**src/rtl/ppu_linebuf_pkg.sv**
```systemverilog
`default_nettype none
// ============================================================================
// Module  : ppu_defines (package)
// Brief   : Shared types and constants for the PPU scanline buffer.
// Revision: 1.0 - initial release
// ============================================================================
package ppu_defines;

    localparam int          LINE_W  = 256;
    localparam int          PIX_W   = 6;
    localparam int          PTR_W   = $clog2(LINE_W);
    localparam logic [5:0]  RST_PIX = 6'h0F;

    typedef enum logic [0:0] {
        LB_WR_FILL = 1'b0,
        LB_WR_FULL = 1'b1
    } linebuf_wr_states_t;

endpackage
`default_nettype wire

```
**src/rtl/ppu_linebuf_if.sv**
```systemverilog
`default_nettype none
// ============================================================================
// Module  : ppu_linebuf_if
// Brief   : PPU write side and VGA read side of the scanline buffer.
// Revision: 1.0 - initial release
// ============================================================================
interface ppu_linebuf_if #(
    parameter int PIX_W = 6
);
    logic             ppu_pix_wr;
    logic [PIX_W-1:0] ppu_pix;
    logic             ppu_line_start;
    logic             wr_full;
    logic             vga_line_end;
    logic [7:0]       vga_buf_idx;
    logic [PIX_W-1:0] vga_buf_out;
    logic             disp_bank;
    logic             ovf_err;
    logic             unf_err;
    logic             err_clr;

    // Driving side (PPU pipeline + VGA timing)
    modport master (
        output ppu_pix_wr, ppu_pix, ppu_line_start, vga_line_end,
               vga_buf_idx, err_clr,
        input  wr_full, vga_buf_out, disp_bank, ovf_err, unf_err
    );

    // The line buffer itself
    modport slave (
        input  ppu_pix_wr, ppu_pix, ppu_line_start, vga_line_end,
               vga_buf_idx, err_clr,
        output wr_full, vga_buf_out, disp_bank, ovf_err, unf_err
    );
endinterface
`default_nettype wire

```
**src/rtl/ppu_linebuf_bank.sv**
```systemverilog
`default_nettype none
// ============================================================================
// Module  : linebuf_bank
// Brief   : One scanline of pixels: sync write port, combinational read port.
// Revision: 1.0 - initial release
// ============================================================================
module linebuf_bank
    import ppu_defines::*;
#(
    parameter int             LINE_W  = ppu_defines::LINE_W,
    parameter int             PIX_W   = ppu_defines::PIX_W,
    parameter logic [PIX_W-1:0] RST_PIX = ppu_defines::RST_PIX,
    parameter int             PTR_W   = $clog2(LINE_W)
) (
    input  wire logic             clk,
    input  wire logic             rst_n,
    input  wire logic             we,
    input  wire logic [PTR_W-1:0] waddr,
    input  wire logic [PIX_W-1:0] wdata,
    input  wire logic [PTR_W-1:0] raddr,
    output logic      [PIX_W-1:0] rdata
);

    logic [PIX_W-1:0] mem [LINE_W];

    // Storage: reset paints the whole line black, otherwise one write per cycle
    always_ff @(posedge clk or negedge rst_n) begin
        if (!rst_n) begin
            for (int i = 0; i < LINE_W; i++) begin
                mem[i] <= RST_PIX;
            end
        end else if (we) begin
            mem[waddr] <= wdata;
        end
    end

    assign rdata = mem[raddr];

endmodule
`default_nettype wire

```
**src/rtl/ppu_linebuf.sv**
```systemverilog
`default_nettype none
// ============================================================================
// Module  : ppu_linebuf
// Brief   : Ping-pong scanline buffer between PPU pixel pipe and VGA scan-out.
// Revision: 1.0 - initial release
// ============================================================================
module ppu_linebuf
    import ppu_defines::*;
#(
    parameter int               LINE_W      = ppu_defines::LINE_W,
    parameter int               PIX_W       = ppu_defines::PIX_W,
    parameter int               LINE_REPEAT = 2,
    parameter logic [PIX_W-1:0] RST_PIX     = ppu_defines::RST_PIX
) (
    input wire logic     clk,
    input wire logic     rst_n,
    ppu_linebuf_if.slave bus
);

    localparam int               PW       = $clog2(LINE_W);
    localparam logic [PW-1:0]    LAST_IDX = PW'(LINE_W - 1);
    localparam logic [1:0]       REP_LAST = 2'(LINE_REPEAT - 1);

    linebuf_wr_states_t state, state_n;
    logic [PW-1:0]      wr_ptr, wr_ptr_n;
    logic [1:0]         rep_cnt;
    logic               disp_bank;
    logic               ovf_err, unf_err;

    logic               wr_en;
    logic [PW-1:0]      wr_addr;
    logic               last_wr;
    logic               swap_pt;
    logic               do_swap;
    logic               drop;
    logic [PIX_W-1:0]   rd0, rd1;

    // A line_start with a write retargets that write to pixel 0
    assign wr_en   = (state == LB_WR_FILL) && bus.ppu_pix_wr;
    assign wr_addr = bus.ppu_line_start ? '0 : wr_ptr;
    assign last_wr = wr_en && (wr_addr == LAST_IDX);
    assign swap_pt = bus.vga_line_end && (rep_cnt == REP_LAST);
    assign do_swap = swap_pt && ((state == LB_WR_FULL) || last_wr);
    assign drop    = (state == LB_WR_FULL) && bus.ppu_pix_wr;

    // Write FSM next state: fill, park when full, restart on swap
    always_comb begin
        state_n  = state;
        wr_ptr_n = wr_ptr;
        if (state == LB_WR_FILL) begin
            if (bus.ppu_pix_wr) begin
                wr_ptr_n = wr_addr + PW'(1);
                if (wr_addr == LAST_IDX) begin
                    state_n = LB_WR_FULL;
                end
            end else if (bus.ppu_line_start) begin
                wr_ptr_n = '0;
            end
        end
        if (do_swap) begin
            state_n  = LB_WR_FILL;
            wr_ptr_n = '0;
        end
    end

    // Write FSM state register
    always_ff @(posedge clk or negedge rst_n) begin
        if (!rst_n) begin
            state  <= LB_WR_FILL;
            wr_ptr <= '0;
        end else begin
            state  <= state_n;
            wr_ptr <= wr_ptr_n;
        end
    end

    // Row repeat counter and display bank toggle at swap points
    always_ff @(posedge clk or negedge rst_n) begin
        if (!rst_n) begin
            rep_cnt   <= '0;
            disp_bank <= 1'b0;
        end else begin
            if (bus.vga_line_end) begin
                rep_cnt <= (rep_cnt == REP_LAST) ? 2'd0 : rep_cnt + 2'd1;
            end
            if (do_swap) begin
                disp_bank <= ~disp_bank;
            end
        end
    end

    // Sticky error flags; a new event beats a simultaneous clear
    always_ff @(posedge clk or negedge rst_n) begin
        if (!rst_n) begin
            ovf_err <= 1'b0;
            unf_err <= 1'b0;
        end else begin
            if (drop)             ovf_err <= 1'b1;
            else if (bus.err_clr) ovf_err <= 1'b0;
            if (swap_pt && !do_swap) unf_err <= 1'b1;
            else if (bus.err_clr)    unf_err <= 1'b0;
        end
    end

    linebuf_bank #(.LINE_W(LINE_W), .PIX_W(PIX_W), .RST_PIX(RST_PIX)) u_bank0 (
        .clk   (clk),
        .rst_n (rst_n),
        .we    (wr_en && disp_bank),
        .waddr (wr_addr),
        .wdata (bus.ppu_pix),
        .raddr (bus.vga_buf_idx),
        .rdata (rd0)
    );

    linebuf_bank #(.LINE_W(LINE_W), .PIX_W(PIX_W), .RST_PIX(RST_PIX)) u_bank1 (
        .clk   (clk),
        .rst_n (rst_n),
        .we    (wr_en && !disp_bank),
        .waddr (wr_addr),
        .wdata (bus.ppu_pix),
        .raddr (bus.vga_buf_idx),
        .rdata (rd1)
    );

    assign bus.vga_buf_out = disp_bank ? rd1 : rd0;
    assign bus.disp_bank   = disp_bank;
    assign bus.wr_full     = (state == LB_WR_FULL);
    assign bus.ovf_err     = ovf_err;
    assign bus.unf_err     = unf_err;

endmodule
`default_nettype wire

```
**src/flat_wrapper.sv**
```systemverilog
// flat-port wrapper written by rule: the top's interface ports become plain ports
module ppu_linebuf_flat import ppu_defines::*;
#(
    parameter int               LINE_W      = ppu_defines::LINE_W,
    parameter int               PIX_W       = ppu_defines::PIX_W,
    parameter int               LINE_REPEAT = 2,
    parameter logic [PIX_W-1:0] RST_PIX     = ppu_defines::RST_PIX
)
  (clk, rst_n, bus_ppu_pix_wr, bus_ppu_pix, bus_ppu_line_start, bus_vga_line_end, bus_vga_buf_idx, bus_err_clr, bus_wr_full, bus_vga_buf_out, bus_disp_bank, bus_ovf_err, bus_unf_err);
  ppu_linebuf_if #(.PIX_W(PIX_W)) bus_i ();
  input wire logic clk;
  input wire logic rst_n;
  input wire logic [$bits(bus_i.ppu_pix_wr)-1:0] bus_ppu_pix_wr;
  input wire logic [$bits(bus_i.ppu_pix)-1:0] bus_ppu_pix;
  input wire logic [$bits(bus_i.ppu_line_start)-1:0] bus_ppu_line_start;
  input wire logic [$bits(bus_i.vga_line_end)-1:0] bus_vga_line_end;
  input wire logic [$bits(bus_i.vga_buf_idx)-1:0] bus_vga_buf_idx;
  input wire logic [$bits(bus_i.err_clr)-1:0] bus_err_clr;
  output wire logic [$bits(bus_i.wr_full)-1:0] bus_wr_full;
  output wire logic [$bits(bus_i.vga_buf_out)-1:0] bus_vga_buf_out;
  output wire logic [$bits(bus_i.disp_bank)-1:0] bus_disp_bank;
  output wire logic [$bits(bus_i.ovf_err)-1:0] bus_ovf_err;
  output wire logic [$bits(bus_i.unf_err)-1:0] bus_unf_err;
  assign bus_i.ppu_pix_wr = bus_ppu_pix_wr;
  assign bus_i.ppu_pix = bus_ppu_pix;
  assign bus_i.ppu_line_start = bus_ppu_line_start;
  assign bus_i.vga_line_end = bus_vga_line_end;
  assign bus_i.vga_buf_idx = bus_vga_buf_idx;
  assign bus_i.err_clr = bus_err_clr;
  assign bus_wr_full = bus_i.wr_full;
  assign bus_vga_buf_out = bus_i.vga_buf_out;
  assign bus_disp_bank = bus_i.disp_bank;
  assign bus_ovf_err = bus_i.ovf_err;
  assign bus_unf_err = bus_i.unf_err;
  ppu_linebuf #(.LINE_W(LINE_W), .PIX_W(PIX_W), .LINE_REPEAT(LINE_REPEAT), .RST_PIX(RST_PIX)) u_core (.clk(clk), .rst_n(rst_n), .bus(bus_i));
endmodule
```
**config.mk**
```make
export PLATFORM = sky130hd
export DESIGN_NAME = ppu_linebuf_flat
export DESIGN_NICKNAME = d
export VERILOG_FILES = /design/src/rtl/ppu_linebuf_pkg.sv /design/src/rtl/ppu_linebuf_if.sv /design/src/rtl/ppu_linebuf_bank.sv /design/src/rtl/ppu_linebuf.sv /design/src/flat_wrapper.sv
export SDC_FILE = /design/constraint.sdc
export NUM_CORES = 2
export LEC_CHECK = 0
export CAP_MARGIN = 10
export CORE_ASPECT_RATIO = 0.7
export CORE_MARGIN = 10
export CORE_UTILIZATION = 70
export CTS_BUF_LIST = sky130_fd_sc_hd__clkbuf_8
export DETAILED_ROUTE_END_ITERATION = 7
export DONT_BUFFER_PORTS = 1
export GPL_TIMING_DRIVEN = 0
export PLACE_DENSITY = 0.89
export SKIP_LAST_GASP = 1
export SLEW_MARGIN = 20
export SYNTH_ARGS = -nofsm -noshare
export SYNTH_HDL_FRONTEND = slang
export SYNTH_HIERARCHICAL = 1
export SYNTH_SLANG_ARGS = --single-unit
```
**constraint.sdc**
```tcl
create_clock -name clk -period 5.65 [get_ports clk]
set_clock_uncertainty 0.05 [all_clocks]
set_input_delay 1.13 -clock clk [delete_from_list [all_inputs] [get_ports clk]]
set_output_delay 1.13 -clock clk [all_outputs]
set_load 0.05 [all_outputs]
```
==> reports/qor.yml <==
run_status:
  result_of_the_run: "complete, but fails checks"
  violations: "design-rule violations, max-capacitance violations, max-slew violations, negative setup slack"
timing:
  timing.slew.headroom: -0.0334
  count_of_pins_over_their_slew_limit: 5
  timing_worst_slew_pin_value_ps: 1550
  setup_viol: 6
  maximum_achievable_frequency_mhz: 166
  rsz_0062_raised_after_global_routing: "true"
  layout_setup_ws_ps: -389
  timing.final.hold_violations: 0
  tns_ps: -1400
  timing.final.crit_share: 1.07
  layout_min_cycle_time_ps: 6040
logic_synthesis:
  ys_seq_area_frac: 0.554
  synth_most_common_cell: "mux2_2"
  synth.top_cells.by_area: "dfstp_2 (37%), mux2_2 (25%), dfrtp_1 (18%), mux4_2 (11%), clkbuf_1 (1.2%)"
  synth_seq_cells: 3086
  synthesis.area_per_instance_sq_um: 15.5
  syn_nets: 9335
  synth_enable_flop_cells: 0
  mappedNetlistArea_sq_mm: 0.144
  yosys.cell_types.count: 64
  yosysWarningCount: 6
  most_instantiated_cells_after_synthesis: "mux2_2 (3134), dfstp_2 (2048), dfrtp_1 (1038)"
  async_reset_ff_frac: 1.00
  ys.flop_type: "dfstp_2"
  yosys.area.top_type: "dfstp_2"
  synth_top_area_frac: 0.374
  syn_inst: 9314
detailed_routing:
  detailedRoute.firstPassIterationCount: 8
  drt_drc_violations_left: 14
  routedWlPerCell_microns: 39.7
  postRouteAntennaNets: 0
  viasPerCell: 7.52
  routed_wire_length_microns: 515000
  met1_length_microns: 192000
  dr.first_iter.drc_count: 15600
  wl_met3_microns: 104000
  vias: 97600
  met2_wirelength_microns: 193000
  routed.top_layer: "met5"
clock_tree:
  cts_num_sinks: 3086
  clk_transition_reported_paths_ps: 60
  clockRootBuffer: "clkbuf_8"
  cts.htree.levels: 5
  tritoncts.num_buffers: 452
  tritoncts_clock_tree: "done"
  clk_path_buf_depth: 4
  clk-insertion-delay-late_ps: 1020
setup_path:
  timing.critical_path.depth: 8
  worstPathArrival_ps: 4860
  highest_cell_delay_on_the_worst_timing_path_ps: 680
  crit_fanout: 10
  worst_r2r_startpoint: "u_core/wr_ptr[0]"
  worst-r2r-setup-slack_ps: 250
  critPathKind: "input port to primary output"
  timing.reg2reg.worst_path_depth: 8
  timing.critical_path.cells: "buf_2, buf_4, clkbuf_2, nand2_2, o21ai_1, nor3_4, o211ai_1, mux2_4"
  end_kind: "primary output"
  data_required_time_at_the_worst_endpoint_ps: 4470
  slowest_stage: "o21ai_1"
  critical_path.startpoint_type: "input port"
  critical-path-top-delay-family: "buffers and inverters"
  cp_num_buf_inv: 3
  reg2reg_to: "u_core/u_bank0/mem[1265]"
power_and_ir_drop:
  clockPowerShare: 0.422
  swShare: 0.260
  vdd_ir_drop_max_mv: 0.343
  switchingPower_uw: 11400
  power_uw: 44000
  power_report.internal_total_uw: 32600
  cellPowerDensity_mw_per_mm2: 277
  combinationalPowerShare: 0.070
  share_seq_of_total_power: 0.508
  static-leakage-power_uw: 0.0686
floorplan:
  ioPinCount: 30
  start_util: 0.703
  chipHeight_microns: 399
  die_x_microns: 562
  placementRows: 139
  design.core.area_sq_mm: 0.205
  design.die.area_sq_mm: 0.225
placed_design:
  post-dp-hpwl_microns: 370000
  routabilityCongestion: 1.08
  port_buffers: 0
finish:
  final_nets: 9818
  area.growth.synth_to_final_pct: 10.4
  drive_above_1_share: 0.685
  fin_util: 0.776
global_routing:
  grt_start_max_net_pins: 246
  grtUsageTotal: 0.449
  first_global_vias: 97500
  antenna_found_initial: 50
  first_pass_grt_wire_length_microns: 717000
  grt.overflow.total: 0
worst_hold_path:
  min-delay-path-class: "input port to async pin"
job:
  timing.max_cap.violations: 2
==> state kept, by name, indices dropped and copies added (netlist names) <==
name / cells
u_core/u_bank1/mem: 1536
u_core/rep_cnt: 2
u_core/bus.ovf_err: 1
u_core/bus.unf_err: 1
u_core/bus.disp_bank: 1
u_core/bus.wr_full: 1
u_core/wr_ptr: 8
u_core/u_bank0/mem: 1536
==> cells by family after synthesis <==
kind of cell             Yosys count  synth area share
AO/OA/AOI/OAI                    556            0.0279
flip-flops                      3086             0.554
multiplexers                    3972             0.364
adder cells (fa/ha/maj)            1         0.0000869
AND/OR/NAND/NOR                 1005            0.0307
buffers and inverters            688            0.0225
XOR/XNOR                           6          0.000365
==> metrics by stage <==
step	cell area [sq um]	setup WS [ps]	hold WS, ps	cells
after floorplan	144000	1120	397	9314
after global placement	147000	-1920	417	12100
after detailed placement	148000	-1440	437	12100
after CTS	158000	-16.4	111	12900
after global routing	159000	-48.7	135	12900
final	159000	-389	91.1	13000
==> area by class of cell <==
cell class                      count  area [sq um]
Sequential cell                  3086         79800
Clock inverter                    263          1360
Timing Repair Buffer               31           727
Clock buffer                      580          7980
Multi-Input combinational cell   5540         61500
Fill cell                       11800         45900
Inverter                           10          42.5
Buffer                            676          4020
Antenna cell                       46           115
Tap cell                         2749          3440
==> cells in the final DEF, fill, tap and decap left out, types with 64 or more instances in the layout <==
| cell | instances |
|---|---|
| mux4_2 | 700 |
| dfrtp_1 | 1038 |
| a21oi_1 | 71 |
| nor2_1 | 359 |
| mux2i_1 | 131 |
| nand2_1 | 362 |
| mux2_2 | 3132 |
| a22oi_1 | 215 |
| clkbuf_1 | 341 |
| buf_6 | 78 |
| nand3_1 | 64 |
| clkbuf_2 | 99 |
| clkbuf_8 | 582 |
| inv_1 | 205 |
| dfstp_2 | 2048 |
==> worst max-delay path by stage <==
stage	end	startpoint
final	bus_vga_buf_out[4]	bus_vga_buf_idx[2]
after global routing	bus_vga_buf_out[4]	bus_vga_buf_idx[2]
after CTS	bus_vga_buf_out[0]	bus_vga_buf_idx[0]
after detailed placement	bus_vga_buf_out[0]	bus_vga_buf_idx[2]
after global placement	bus_vga_buf_out[4]	bus_vga_buf_idx[2]
after floorplan	bus_vga_buf_out[5]	bus_vga_buf_idx[1]
==> per-layer routing <==
metal,global-route usage,vias to the layer above
li1,-,35800
met1,0.603,51400
met2,0.546,8479
met3,0.320,1781
met4,0.184,54
met5,0.0500,-
==> repair_timing <==
action / 4_1_cts / 5_1_grt
endpoints found under the setup margin: 6 / 6
resized for setup: 228 / 109
gates cloned: 0 / 0
hold buffers: 1 / 0
endpoints found under the hold margin: 1 / 0
pin swaps: 7 / 12
buffers inserted: 0 / 0
==> power groups by stage <==
stage / Clock (uW) / Sequential [uW] / Combinational, uW
floorplan: 0 / 22700 / 1100
global placement: 0 / 22700 / 2230
detailed placement: 0 / 22700 / 2750
CTS: 18600 / 22400 / 2810
global route: 19700 / 22300 / 3060
finish: 18600 / 22400 / 3080
No activity file was read; power rests on OpenSTA's default activity.
